**config.mk**
```make
export PLATFORM = sky130hd
export DESIGN_NAME = dcache_ctrl_nway
export DESIGN_NICKNAME = d
export VERILOG_FILES = /design/src/rtl/dcache_nway_pkg.sv /design/src/rtl/plru_tree.sv /design/src/rtl/dcache_ctrl_nway.sv
export SDC_FILE = /design/constraint.sdc
export NUM_CORES = 1
export LEC_CHECK = 0
export ABC_AREA = 1
export BUFFER_PORTS_ARGS = -buffer_cell sky130_fd_sc_hd__buf_2
export CORE_MARGIN = 5
export CORE_UTILIZATION = 40
export DETAILED_ROUTE_END_ITERATION = 16
export SLEW_MARGIN = 20
export SYNTH_ARGS = -nofsm -noshare
export SYNTH_HDL_FRONTEND = slang
export SYNTH_HIERARCHICAL = 1
export SYNTH_SLANG_ARGS = --single-unit
```
**constraint.sdc**
```tcl
create_clock -name clk -period 2.3 [get_ports clk]
set_input_delay 0.345 -clock clk [delete_from_list [all_inputs] [get_ports clk]]
set_output_delay 0.345 -clock clk [all_outputs]
set_load 0.02 [all_outputs]
```
**src/rtl/dcache_nway_pkg.sv**
```systemverilog
// Shared constants for the N-way data-cache controller: FSM state codes and
// the datapath mux select encodings.
package dcache_nway_pkg;

    typedef logic [2:0] state_t;

    localparam state_t S_IDLE  = 3'd0;
    localparam state_t S_WB    = 3'd1;
    localparam state_t S_RB    = 3'd2;
    localparam state_t S_FSCAN = 3'd3;
    localparam state_t S_FWB   = 3'd4;

    localparam logic ADDR_CPU = 1'b0;
    localparam logic ADDR_WB  = 1'b1;

    localparam logic DIN_CPU  = 1'b0;
    localparam logic DIN_PMEM = 1'b1;

endpackage

```
**src/rtl/plru_tree.sv**
```systemverilog
// Per-set tree pseudo-LRU state: combinational victim lookup for one set and a
// synchronous touch-update for another.
module plru_tree #(
    parameter  int WAYS  = 4,
    parameter  int S_IDX = 3,
    localparam int WAY_W = $clog2(WAYS),
    localparam int SETS  = 2 ** S_IDX
) (
    input  logic             clk,
    input  logic             rst,
    input  logic [S_IDX-1:0] rd_index,
    output logic [WAY_W-1:0] victim,
    input  logic             update_en,
    input  logic [S_IDX-1:0] upd_index,
    input  logic [WAY_W-1:0] upd_way
);

    localparam int NODES = WAYS - 1;
    localparam logic [WAY_W-1:0] ONE = 1;

    logic [NODES-1:0] rows [SETS];
    logic [NODES-1:0] rd_bits;
    logic [NODES-1:0] upd_bits;
    logic [NODES-1:0] upd_next;
    logic [WAY_W-1:0] rd_node;
    logic [WAY_W-1:0] upd_node;
    logic             upd_dir;

    assign rd_bits  = rows[rd_index];
    assign upd_bits = rows[upd_index];

    // Heap-ordered walk: node n has children 2n+1 (lower) and 2n+2 (upper).
    always_comb begin
        victim  = '0;
        rd_node = '0;
        for (int l = 0; l < WAY_W; l++) begin
            victim[WAY_W-1-l] = rd_bits[rd_node];
            rd_node = (rd_node << 1) + ONE + (rd_bits[rd_node] ? ONE : '0);
        end
    end

    always_comb begin
        upd_next = upd_bits;
        upd_node = '0;
        upd_dir  = 1'b0;
        for (int l = 0; l < WAY_W; l++) begin
            upd_dir            = upd_way[WAY_W-1-l];
            upd_next[upd_node] = ~upd_dir;
            upd_node = (upd_node << 1) + ONE + (upd_dir ? ONE : '0);
        end
    end

    for (genvar gi = 0; gi < SETS; gi++) begin : g_set
        logic [NODES-1:0] row_reg;

        always_ff @(posedge clk) begin
            if (rst) begin
                row_reg <= '0;
            end else if (update_en && (upd_index == S_IDX'(gi))) begin
                row_reg <= upd_next;
            end
        end

        assign rows[gi] = row_reg;
    end

endmodule

```
**src/rtl/dcache_ctrl_nway.sv**
```systemverilog
// Write-back, write-allocate controller for an N-way set-associative data
// cache, with tree-PLRU replacement and a full-cache flush walk.
module dcache_ctrl_nway
    import dcache_nway_pkg::*;
#(
    parameter  int WAYS  = 4,
    parameter  int S_IDX = 3,
    localparam int WAY_W = $clog2(WAYS)
) (
    input  logic             clk,
    input  logic             rst,
    input  logic [S_IDX-1:0] set_idx,
    input  logic [WAYS-1:0]  hit_i,
    input  logic [WAYS-1:0]  valid_i,
    input  logic [WAYS-1:0]  dirty_i,
    input  logic             mem_read,
    input  logic             mem_write,
    output logic             mem_resp,
    input  logic             pmem_resp,
    output logic             pmem_read,
    output logic             pmem_write,
    input  logic             flush_req,
    output logic             flush_busy,
    output logic             flush_done,
    output logic [S_IDX-1:0] set_sel,
    output logic [WAY_W-1:0] way_sel,
    output logic             addr_sel,
    output logic             din_sel,
    output logic [WAYS-1:0]  data_we,
    output logic             we_mbe,
    output logic [WAYS-1:0]  valid_load,
    output logic [WAYS-1:0]  dirty_load,
    output logic [WAYS-1:0]  tag_load,
    output logic             valid_o,
    output logic             dirty_o
);

    state_t                   state_reg, state_next;
    logic [WAY_W-1:0]         victim_reg, victim_next;
    logic [S_IDX+WAY_W-1:0]   fcnt_reg, fcnt_next;

    logic [WAY_W-1:0] hit_way;
    logic [WAY_W-1:0] inv_way;
    logic             inv_found;
    logic [WAY_W-1:0] plru_victim;
    logic [WAY_W-1:0] miss_victim;
    logic             plru_upd;
    logic             req;
    logic             is_write;
    logic [S_IDX-1:0] fl_set;
    logic [WAY_W-1:0] fl_way;
    logic             fl_last;

    function automatic logic [WAYS-1:0] way_onehot(input logic [WAY_W-1:0] w);
        return WAYS'(1) << w;
    endfunction

    assign req      = mem_read | mem_write;
    assign is_write = mem_write & ~mem_read;
    assign fl_set   = fcnt_reg[S_IDX+WAY_W-1:WAY_W];
    assign fl_way   = fcnt_reg[WAY_W-1:0];
    assign fl_last  = &fcnt_reg;

    always_comb begin
        hit_way = '0;
        for (int w = 0; w < WAYS; w++) begin
            if (hit_i[w]) hit_way = WAY_W'(w);
        end
    end

    // Scan downward so the lowest-index invalid way wins.
    always_comb begin
        inv_found = 1'b0;
        inv_way   = '0;
        for (int w = WAYS - 1; w >= 0; w--) begin
            if (!valid_i[w]) begin
                inv_found = 1'b1;
                inv_way   = WAY_W'(w);
            end
        end
    end

    assign miss_victim = inv_found ? inv_way : plru_victim;

    plru_tree #(
        .WAYS  (WAYS),
        .S_IDX (S_IDX)
    ) u_plru (
        .clk       (clk),
        .rst       (rst),
        .rd_index  (set_idx),
        .victim    (plru_victim),
        .update_en (plru_upd),
        .upd_index (set_idx),
        .upd_way   (hit_way)
    );

    always_comb begin
        state_next  = state_reg;
        victim_next = victim_reg;
        fcnt_next   = fcnt_reg;
        plru_upd    = 1'b0;
        mem_resp    = 1'b0;
        pmem_read   = 1'b0;
        pmem_write  = 1'b0;
        flush_busy  = 1'b0;
        flush_done  = 1'b0;
        set_sel     = set_idx;
        way_sel     = '0;
        addr_sel    = ADDR_CPU;
        din_sel     = DIN_CPU;
        data_we     = '0;
        we_mbe      = 1'b0;
        valid_load  = '0;
        dirty_load  = '0;
        tag_load    = '0;
        valid_o     = 1'b0;
        dirty_o     = 1'b0;

        // Outputs stay at their idle values while reset is held.
        if (!rst) begin
            case (state_reg)
                S_IDLE: begin
                    if (req) begin
                        if (|hit_i) begin
                            mem_resp = 1'b1;
                            way_sel  = hit_way;
                            plru_upd = 1'b1;
                            if (is_write) begin
                                data_we    = way_onehot(hit_way);
                                we_mbe     = 1'b1;
                                din_sel    = DIN_CPU;
                                dirty_load = way_onehot(hit_way);
                                dirty_o    = 1'b1;
                            end
                        end else begin
                            victim_next = miss_victim;
                            state_next  = (valid_i[miss_victim] && dirty_i[miss_victim])
                                          ? S_WB : S_RB;
                        end
                    end else if (flush_req) begin
                        fcnt_next  = '0;
                        state_next = S_FSCAN;
                    end
                end
                S_WB: begin
                    pmem_write = 1'b1;
                    way_sel    = victim_reg;
                    addr_sel   = ADDR_WB;
                    if (pmem_resp) state_next = S_RB;
                end
                S_RB: begin
                    pmem_read  = 1'b1;
                    din_sel    = DIN_PMEM;
                    way_sel    = victim_reg;
                    data_we    = way_onehot(victim_reg);
                    valid_load = way_onehot(victim_reg);
                    dirty_load = way_onehot(victim_reg);
                    tag_load   = way_onehot(victim_reg);
                    valid_o    = 1'b1;
                    dirty_o    = 1'b0;
                    if (pmem_resp) state_next = S_IDLE;
                end
                S_FSCAN: begin
                    set_sel    = fl_set;
                    way_sel    = fl_way;
                    flush_busy = 1'b1;
                    if (valid_i[fl_way] && dirty_i[fl_way]) begin
                        state_next = S_FWB;
                    end else begin
                        // Counter wraps to zero naturally after the last slot.
                        fcnt_next = fcnt_reg + 1'b1;
                        if (fl_last) begin
                            flush_done = 1'b1;
                            state_next = S_IDLE;
                        end
                    end
                end
                S_FWB: begin
                    set_sel    = fl_set;
                    way_sel    = fl_way;
                    pmem_write = 1'b1;
                    addr_sel   = ADDR_WB;
                    flush_busy = 1'b1;
                    if (pmem_resp) begin
                        dirty_load = way_onehot(fl_way);
                        dirty_o    = 1'b0;
                        fcnt_next  = fcnt_reg + 1'b1;
                        flush_done = fl_last;
                        state_next = fl_last ? S_IDLE : S_FSCAN;
                    end
                end
                default: state_next = S_IDLE;
            endcase
        end
    end

    always_ff @(posedge clk) begin
        if (rst) begin
            state_reg  <= S_IDLE;
            victim_reg <= '0;
            fcnt_reg   <= '0;
        end else begin
            state_reg  <= state_next;
            victim_reg <= victim_next;
            fcnt_reg   <= fcnt_next;
        end
    end

endmodule

```
## Word level (Yosys, flattened, before mapping)

Cells that the tools add are included.

- Register bits: 34
- Latch bits: 0
- Bits in writable memories: 0
- Bits in read-only memories: 0
- Output and inout port bits: 31
- Word-level logic and storage cells: 154
- Memories: 0

- $add $sub $neg: 3
- Multiply operators: 0
- Div/mod/pow operators: 0
- Magnitude comparators: 6
- Eq/ne operators: 20
- Shifts and indexed selects: 3
- Mux-type cells: 82
- Bitwise logic cells: 7
- Reduce and logical (&&, ||, !) cells: 22

Operator list:

| kind | count |
|---|---|
| $mux 3 | 12 |
| $mux 1 | 32 |
| $mux 4 | 8 |
| $mux 2 | 12 |
| $mux 5 | 4 |
| $eq 3x3->1 const B | 5 |
| $pmux 3 s5 | 1 |
| $pmux 5 s3 | 1 |
| $eq 3x2->1 const B | 4 |
| $lt 2x3->1 const B | 4 |
| $ne 2x2->1 const B | 6 |
| $pmux 4 s3 | 1 |
| $shl 1x2->4 const A | 3 |
| $logic_and 1x1->1 | 11 |
| $bmux 1 s2 | 5 |
| $reduce_and 5->1 | 2 |
| $bmux 3 s3 | 1 |
| $ne 3x3->1 const B | 3 |
| $pmux 4 s2 | 1 |
| $eq 3x1->1 const B | 2 |
| $logic_not 3->1 | 2 |
| $pmux 2 s3 | 1 |
| $reduce_and 6->1 | 1 |
| $reduce_or 2->1 | 3 |
| 14 further kinds | 18 |

## Logic depth before layout (Yosys ltp)

Gate-level depths: netlist of run 1.

- Depth in word-level cells: 16
- Gate-level depth with buffers: 20
- Gate-level depth less buffers: 19

## Cells and area by module

The synthesis of run 1 kept the hierarchy.

By module, submodules not included:

| module | times used | cells an instance | area an instance (µm²) | seq. area each (µm²) |
|---|---|---|---|---|
| plru_tree | 1 | 240 | 1,500.2 | 480.5 |
| dcache_ctrl_nway | 1 | 205 | 1,129.8 | 200.2 |

## Worst setup path before layout of run 1

OpenSTA, ideal clock, no wires.

- Kind: reg-to-output
- Start point: register state_reg[2]
- End point: output port set_sel[0]
- Arrival: 1,792 ps
- Data required time: 1,955 ps
- Setup slack: 163 ps
- Stages on the path, launching flop included: 8
- Path buffers: 0
- Path through: dfxtp_1 inv_1 nand3_1 inv_1 a21oi_1 nor2_1 inv_1 o21ai_0

- Word-level cells in the longest chain between the ends: 4

RTL lines:

| element | line | text |
|---|---|---|
| start, declared | dcache_ctrl_nway.sv:38 | `state_t state_reg, state_next;` |
| start signal, assigned | dcache_ctrl_nway.sv:204 | `state_reg <= state_next;` |
| $eq 3x3->1 / $eq 3x2->1 (equally long branches) | dcache_ctrl_nway.sv:122 | `case (state_reg)` |
| $reduce_or 2->1 (no source line) * | n/a |  |
| $mux 3 * | dcache_ctrl_nway.sv:122 |  |
| $mux 3 * | dcache_ctrl_nway.sv:121 | `if (!rst) begin` |
| end, declared | dcache_ctrl_nway.sv:25 | `output logic [S_IDX-1:0] set_sel,` |

Mark *: on every way between the ends. The rest lies on a longest branch, timed or not.

## Worst setup path after layout of run 1

- Start point: register state_reg[1]
- End point: output port dirty_load[1]

- Word-level cells in the longest chain between the ends: 3

RTL lines:

| element | line | text |
|---|---|---|
| $eq 3x3->1, or another cell as far along | dcache_ctrl_nway.sv:122 |  |
| $pmux 4 s3 * | dcache_ctrl_nway.sv:122 |  |
| $mux 4 * | dcache_ctrl_nway.sv:121 |  |
| end, declared | dcache_ctrl_nway.sv:32 | `output logic [WAYS-1:0] dirty_load,` |

Marked as above.

==> run metrics, run 1 <==
final antenna-violating net count 0; Slew @ Worst Pin 0.401 ns; cell area after layout 3090 sq um; setup TNS 0 ns; 1st-iter DRT viols 177; io pins 52; number of global-route vias before repair 2,586; register area share after synthesis 25.9%; share of flip-flops with an asynchronous set or reset 0%; latest clock arrival within the worst-skew pair about 0.29 ns; area fraction of the dominant cell type after synthesis 25.9%; final critical-path required period 2.16 ns; FP Rows 29; worst path required time ~2.0 ns; WL final 7470 um; syn nets 471; Power Density around 680 nW/um^2; DR pass1 iterations 5; worst min path class primary input to flop; post-cts hold buffer count 0; # fillers 688; final setup vio count 0; GR Overflow Total 0; status finished, final reports clean; Max Clk Rate 463 MHz; register bit total from synthesis 34; Crit. End Element output pin; busiest metal layer after global routing met2; Netlist cell types 33; FF/Latch Area 682 sq um; HPWL after DPL around 5800 um; Chip Height 91.1 um; crit share post-route a little over nine tenths; Synth Area per Inst 5.91 sq um; Sinks on Clock Net 34; M1 GR Usage 24.6%; CTS buffer count 5; Initial Util 41.2%; I/O Buffers a little over 50; # nets final 520; critical path class flop to output pin; final count of hold timing violations 0; WHS 0.376 ns; M3 GR Usage 3.88%; htree depth 2; Slew headroom 73.3%; CTS tree yes; maximum root-to-sink buffer count 2; largest net degree at the start of global routing 25; Synth Flop Type dfxtp_1; post-synthesis cell count 445; setup bufs post-CTS 0; drt drc 0; Final Skew 0.00531 ns; Max FO, Critical Path 6; Post-Place Worst Slack about 0.23 ns; Post-synth EDFFs 0; per-cell routed wire length 13.1 um; GPL Wtd Cong 0.916; setup slack after layout 0.142 ns; Max Transition Viols Final 0; largest area contributor in the netlist dfxtp_1; P&R area growth vs syn 17.4%; Arr. time, crit path 1.81 ns; fraction of layout cells with a size suffix above 1 21.0%; CTS root buf clkbuf_8; vias per cell 5.01; DIE AREA about 8300 sq um; Critical Path Start Type flop; max reg flops 24; n_diodes 0; main area contributors after synthesis dfxtp_1 26%, nand2_1 15%, inv_1 10%, nor2_1 9.6%, nand3_1 6.1%; number of max-cap violations 0; Total GRT Usage 17.6%; placed cell area 2930 sq um; Vias 2,868; Core Area 6390 sq um; initial antenna violation count 0; synthesized area between 2000 and 3000 sq um; Pleak 1.58 nW; Peak supply drop 0.000314 V; die extent in x about 90 um; multi-input logic area ~1600 sq um; RSZ-0062 raised after global routing false; clock-pin slew on the worst setup and hold paths approximately 0.070 ns; met2 GRT Util 26.8%; global-route wire length before repair 12,300 um; synth warn 6
[cell families after synthesis]
| family | synth area share (%) |
|---|---|
| AOI/OAI and AO/OA | 15.3 |
| adders and majority gates | 2.38 |
| buffers and inverters | 15.3 |
| DFF | 25.9 |
| and+or+nand+nor | 41.2 |
[timing repair]
item,in CTS,in global routing
cloned,0,0
endpoints found under the setup margin,1,9
gates resized for setup,1,9
[path summary, 6_finish.rpt]
kind | start | end | slack (ns) | cells after the start
max | state_reg[1] | dirty_load[1] | 0.14 | 8
min | pmem_resp | state_reg[2] | 0.38 | 4
max reg2reg | state_reg[1] | u_plru/g_set[1].row_reg[2] | 0.33 | 12
min reg2reg | u_plru/g_set[0].row_reg[0] | u_plru/g_set[0].row_reg[0] | 0.50 | 2
[per-stage QoR]
step / instances / total power (W) / util, %
2_1_floorplan: 445 / 0.00122 / -
3_3_place_gp: 564 / 0.00142 / 45.9
3_5_place_dp: 564 / 0.00142 / 45.9
4_1_cts: 572 / 0.00210 / 48.1
5_1_grt: 572 / 0.00224 / 48.4
6_report: 572 / 0.00210 / 48.4
[layer usage]
metal | share of wire [%] | vias up
met1 | 48 | 1269
met4 | 1.5 | 0
met3 | 6.9 | 14
met2 | 44 | 96
met5 | 0 | -
li1 | - | 1489
[cells in the mapped netlist (2+ instances only)]
cell type and number:
inv_1 72, inv_2 6, a211oi_1 8, dfxtp_1 34
nor2_2 8, buf_2 3, buf_4 9, nor2_1 67
a22oi_1 3, nand3_2 4, o21ai_1 2, nand3_4 2
nor2_4 3, clkbuf_1 3, nand4_1 2, nand2_1 105
o21ai_0 27, a21oi_1 28, ha_1 5, nand2_4 2
nor3_1 8, nand2_2 2, nand3_1 32
[critical path, cell delays in order (launching register included)]
cell	delay [ns]
dfxtp_1	0.38
nor2_4	0.19
nand2_2	0.11
inv_2	0.12
nand4_1	0.11
o21ai_0	0.20
inv_1	0.10
a21oi_1	0.12
buf_2	0.18
[power breakdown]
part           internal [W]  leakage (nW)  total, W  switching [W]
clock network      0.000434        0.0683  0.000672       0.000237
logic              0.000235          1.24  0.000742       0.000508
registers          0.000639         0.276  0.000691      0.0000515
[cells in the final DEF (no fill, tap or decap), types with 2 or more instances in the layout]
master,netlist,layout
nand2_2,2,2
bufinv_16,0,2
a22oi_1,3,3
nor2_1,67,66
nor2_2,8,8
o21ai_1,2,5
nand3_2,4,5
nand2_4,2,2
ha_1,5,5
buf_4,9,8
inv_1,72,70
a21oi_1,28,27
nor3_1,8,8
dfxtp_1,34,33
nand3_1,32,31
nand4_1,2,2
inv_2,6,8
nand2_1,105,105
o21ai_0,27,24
clkbuf_8,0,5
nor2_4,3,4
nand3_4,2,2
a211oi_1,8,8
buf_2,3,51
[final cells by class]
class / count / area share, %
clock buffer: 5 / 2.23
clock inverter: 3 / 2.23
inverter: 78 / 9.48
multi-input combinational: 316 / 50.6
sequential: 34 / 22.1
tap: 77 / 3.12
timing repair buffer: 59 / 10.2
Note: power is estimated with default switching activity, not from simulation.
==> run 2, diff against run 1 <==
--- a/config.mk
+++ b/config.mk
@@ -10,6 +10,9 @@
 export CORE_MARGIN = 5
 export CORE_UTILIZATION = 40
 export DETAILED_ROUTE_END_ITERATION = 16
+export GPL_ROUTABILITY_DRIVEN = 0
+export GPL_TIMING_DRIVEN = 0
+export SKIP_LAST_GASP = 1
 export SLEW_MARGIN = 20
 export SYNTH_ARGS = -nofsm -noshare
 export SYNTH_HDL_FRONTEND = slang
==> run metrics, run 2 (synthesized netlist as in run 1, its figures left out) <==
setup slack after layout 0.0865 ns (-0.0557 ns); initial antenna violation count 0 (unchanged); slowest stage delay, CP 0.36 ns (-0.02 ns); number of max-cap violations 0 (unchanged); io pins 52 (unchanged); per-cell routed wire length 13.4 um (+2.3%); DIE AREA 8300 sq um (unchanged); Pleak 1.60 nW (+1.0%); crit-path cells nor2_4 > nand2_2 > inv_2 > nand4_1 > o21ai_0 > inv_1 > a21oi_1 > buf_2; Max Clk Rate 452 MHz (-2.5%); Crit Reg-Reg Startpoint state_reg[1]; Power Density 645 nW/um^2 (-5.3%); final count of hold timing violations 0 (unchanged); post-cts hold buffer count 0 (unchanged); final critical-path required period 2.21 ns (+0.0557 ns); fraction of layout cells with a size suffix above 1 21.8% (+0.82 points); CTS tree yes; Initial Util 41.2% (unchanged); I/O Buffers 51 (unchanged); drt drc 0 (unchanged); GR Overflow Total 0 (unchanged); WHS 0.379 ns (+0.00234 ns); P&R area growth vs syn 19.2%; CTS buffer count 5 (unchanged); CP delay by family, top buffers and inverters; Sinks on Clock Net 34 (unchanged); Crit. End Element output pin; worst path required time 1.96 ns (about the same); status finished, final reports clean; most frequent cells in the layout 105 x nand2_1, 71 x inv_1, 65 x nor2_1, 53 x buf_2, 33 x dfxtp_1; htree depth 2 (unchanged); most common cell after layout, fill and taps aside nand2_1; Critical Path Start Type flop; buffer and inverter count on the worst path 3 (unchanged); slowest CP cell dfxtp_2; Core Area 6390 sq um (unchanged); vias per cell 5.04 (+0.44%); Slew headroom 63.5% (-9.7 points); Chip Height 91.1 um (unchanged); Slew @ Worst Pin 0.547 ns (+0.146 ns); number of global-route vias before repair 2,602 (+0.62%); worst min path class primary input to flop; Max Transition Viols Final 0 (unchanged); placed cell area 2980 sq um (+1.7%); n_diodes 0 (unchanged); Peak supply drop 0.000313 V (-0.54%); setup TNS 0 ns (unchanged); crit share post-route 96.2% (+2.4 points); largest net degree at the start of global routing 13 (-48%); Worst Setup SP state_reg[1]; final antenna-violating net count 0 (unchanged); max reg flops 24 (unchanged); Total GRT Usage 18.1% (+0.52 points); critical path class flop to output pin; Arr. time, crit path 1.87 ns (+0.06 ns); WL final 7760 um (+3.9%); cell area after layout 3140 sq um (+1.5%); HPWL after DPL 5970 um (+2.5%); Final Skew 0.00845 ns (+0.00314 ns); maximum root-to-sink buffer count 2 (unchanged); die extent in x 91.1 um (unchanged); Post-Place Worst Slack -0.0314 ns (-0.263 ns); # nets final 529 (+1.7%); 1st-iter DRT viols 218 (+23%); Max FO, Critical Path 6 (unchanged); DR pass1 iterations 5 (unchanged); latest clock arrival within the worst-skew pair 0.29 ns (about the same); Worst Min Path Start pmem_resp; CTS root buf clkbuf_8; global-route wire length before repair 12,400 um (+1.3%); clock-pin slew on the worst setup and hold paths 0.08 ns (about the same); final setup vio count 0 (unchanged); Vias 2,926 (+2.0%); FP Rows 29 (unchanged)
## run 2: cell type report
type	instances	area, sq um
multi-input combinational	316	1580
timing repair buffer	51	255
clock buffer	5	68.8
inverter	78	293
fill	695	3250
buffer	17	111
sequential	34	682
clock inverter	3	45.0
tap	77	96.3
## run 2: metal layers
metal | global-route usage, % | wire length (um) | up-vias
met4 | 5.50 | 85 | 0
met3 | 3.31 | 529 | 7
met1 | 27.2 | 3790 | 1324
met5 | 0 | 0 | -
li1 | - | - | 1507
met2 | 26.0 | 3350 | 88
## run 2: final timing paths
| path | to | slack, ns | cells after the start |
|---|---|---|---|
| min reg2reg | u_plru/g_set[3].row_reg[0] | 0.49 | 2 |
| max reg2reg | u_plru/g_set[1].row_reg[1] | 0.24 | 11 |
| min | state_reg[2] | 0.38 | 4 |
| max | dirty_load[0] | 0.09 | 8 |
## run 2: metrics by stage
step,power (W),util [%],cells
global placement,0.00143,46.7,573
finish,0.00202,49.1,581
floorplan,0.00122,-,445
detailed placement,0.00143,46.7,573
CTS,0.00201,48.5,581
global route,0.00216,49.1,581
## run 2: tightest hold or removal path, cell delays in order
cell and delay [ns]:
buf_2 0.09, nor2_1 0.06, inv_1 0.07, a21oi_1 0.06
## run 2: power breakdown
group          internal (W)  switching [W]
clock network      0.000322       0.000245
logic              0.000244       0.000522
registers          0.000639      0.0000506
## run 2: what timing repair did
item,CTS,global route
pin swaps,0,0
buffers inserted,0,0
endpoints found under the hold margin,0,0
gates resized for setup,2,11
setup endpoints to repair,2,23
==> run 3, diff against run 2 <==
--- a/config.mk
+++ b/config.mk
@@ -6,7 +6,7 @@
 export NUM_CORES = 1
 export LEC_CHECK = 0
 export ABC_AREA = 1
-export BUFFER_PORTS_ARGS = -buffer_cell sky130_fd_sc_hd__buf_2
+export BUFFER_PORTS_ARGS = -buffer_cell sky130_fd_sc_hd__clkbuf_2
 export CORE_MARGIN = 5
 export CORE_UTILIZATION = 40
 export DETAILED_ROUTE_END_ITERATION = 16
==> run metrics, run 3 (synthesized netlist as in run 1, its figures left out) <==
status finished, final reports clean; global-route wire length before repair 12,600 um (+1.6%); I/O Buffers 51 (unchanged); RSZ-0062 raised after global routing true; WL final 7780 um (+0.22%); Post-Place Worst Slack -0.0559 ns (-0.0244 ns); initial antenna violation count 0 (unchanged); Crit Reg-Reg Startpoint state_reg[1]; latest clock arrival within the worst-skew pair 0.29 ns (about the same); n_diodes 0 (unchanged); final critical-path required period 2.27 ns (+0.0551 ns); maximum root-to-sink buffer count 2 (unchanged); routed wl met3 535 um (+1.1%); HPWL after DPL 6000 um (+0.51%); Core Area 6390 sq um (unchanged); Crit. End Element output pin; Arr. time, crit path 1.92 ns (+0.05 ns); Total Power 0.00200 W (-1.1%); number of max-cap violations 0 (unchanged); Critical Path Start Type flop; DIE AREA 8300 sq um (unchanged); setup slack after layout 0.0314 ns (-0.0551 ns); met2 WL post-DR 3270 um (-2.4%); max reg flops 24 (unchanged); cell area after layout 3100 sq um (-1.0%); final antenna-violating net count 0 (unchanged); Max Clk Rate 441 MHz (-2.4%); top layer in use met4; CTS buffer count 5 (unchanged); number of global-route vias before repair 2,604 (+0.077%); final count of hold timing violations 0 (unchanged); most frequent cells in the layout 105 x nand2_1, 71 x inv_1, 65 x nor2_1, 50 x clkbuf_2, 34 x dfxtp_1; FP Rows 29 (unchanged); Initial Util 41.2% (unchanged); placed cell area 2980 sq um (unchanged); vias per cell 5.04 (about the same); most common cell after layout, fill and taps aside nand2_1; Worst Setup SP state_reg[1]; Max FO, Critical Path 8 (+2); CTS tree yes; Vias 2,927 (+0.034%); setup TNS 0 ns (unchanged); Max Transition Viols Final 0 (unchanged); crit path to dirty_load[3]; Peak supply drop 0.000359 V (+15%); worst min path class primary input to flop; Final Skew 0.00757 ns (-0.000886 ns); CTS root buf clkbuf_8; Slew headroom 63.6% (+0.11 points); worst path required time 1.96 ns (about the same); r2r endpoint u_plru/g_set[1].row_reg[2]; largest net degree at the start of global routing 12 (-1); die extent in x 91.1 um (unchanged); Power Density 645 nW/um^2 (about the same); crit share post-route 98.6% (+2.4 points); GR Overflow Total 0 (unchanged); M1 WL 3850 um (+1.5%); fraction of layout cells with a size suffix above 1 20.6% (-1.2 points); post-cts hold buffer count 0 (unchanged); final setup vio count 0 (unchanged); htree depth 2 (unchanged); DR pass1 iterations 5 (unchanged); Sinks on Clock Net 34 (unchanged); setup bufs post-CTS 0 (unchanged); P&R area growth vs syn 18.0%; 1st-iter DRT viols 170 (-22%); io pins 52 (unchanged); Chip Height 91.1 um (unchanged); reg2reg path depth 11 (unchanged); drt drc 0 (unchanged); Slew @ Worst Pin 0.545 ns (-0.00169 ns); Reg2Reg Setup Slack 0.26 ns (+0.02 ns); critical path class flop to output pin; clock-pin slew on the worst setup and hold paths 0.07 ns (about the same); per-cell routed wire length 13.4 um (+0.22%); # nets final 529 (unchanged); Pleak 1.58 nW (-1.3%); Total GRT Usage 18.3% (+0.24 points)
[run 3: where the power goes]
part | total [W] | switching, W | internal (W)
Sequential | 0.000687 | 0.0000492 | 0.000638
Clock | 0.000556 | 0.000232 | 0.000325
Combinational | 0.000758 | 0.000517 | 0.000241
Total | 0.00200 | 0.000798 | 0.00120
[run 3: area by class of cell]
type	instances	area, sq um
plain buffers	17	111
clock buffers	7	76.3
clock inverters	1	30.0
fillers	692	3280
inverters	78	293
multi-input cells	316	1560
flip-flops and latches	34	681
well taps	77	96.3
repair buffers	51	258
[run 3: worst min path at each step]
stage               depth (start not counted)                  startpoint  slack, ns                          to
global route                                4                   pmem_resp       0.41                state_reg[2]
detailed placement                          2  u_plru/g_set[5].row_reg[0]       0.48  u_plru/g_set[5].row_reg[0]
floorplan                                   2  u_plru/g_set[3].row_reg[0]       0.47  u_plru/g_set[3].row_reg[0]
CTS                                         4                   pmem_resp       0.37                state_reg[2]
global placement                            2  u_plru/g_set[7].row_reg[0]       0.48  u_plru/g_set[7].row_reg[0]
finish                                      4                   pmem_resp       0.39                state_reg[2]
[run 3: critical path, cell delays in order, from the launching register on]
cell      delay [ns]
dfxtp_1         0.45
nand3_1         0.31
nor3_1          0.26
inv_1           0.08
o21ai_1         0.10
inv_1           0.09
a21oi_1         0.15
clkbuf_2        0.19
[run 3: routing by layer]
layer	global-route usage, %	up-vias
li1	-	1505
met2	26.0	107
met4	6.11	0
met5	0	-
met1	27.1	1302
met3	4.30	13
[run 3: what timing repair did]
item / in CTS / in global routing
endpoints found under the setup margin: 0 / 23
endpoints found under the hold margin: 0 / 0
gates resized for setup: 0 / 9
[run 3: through the flow]
step,utilization [%],cells,hold slack (ns)
after floorplan,-,445,0.468
after global placement,46.7,573,0.476
after detailed placement,46.7,573,0.485
after CTS,48.4,581,0.369
after global routing,48.6,581,0.414
final,48.6,581,0.387
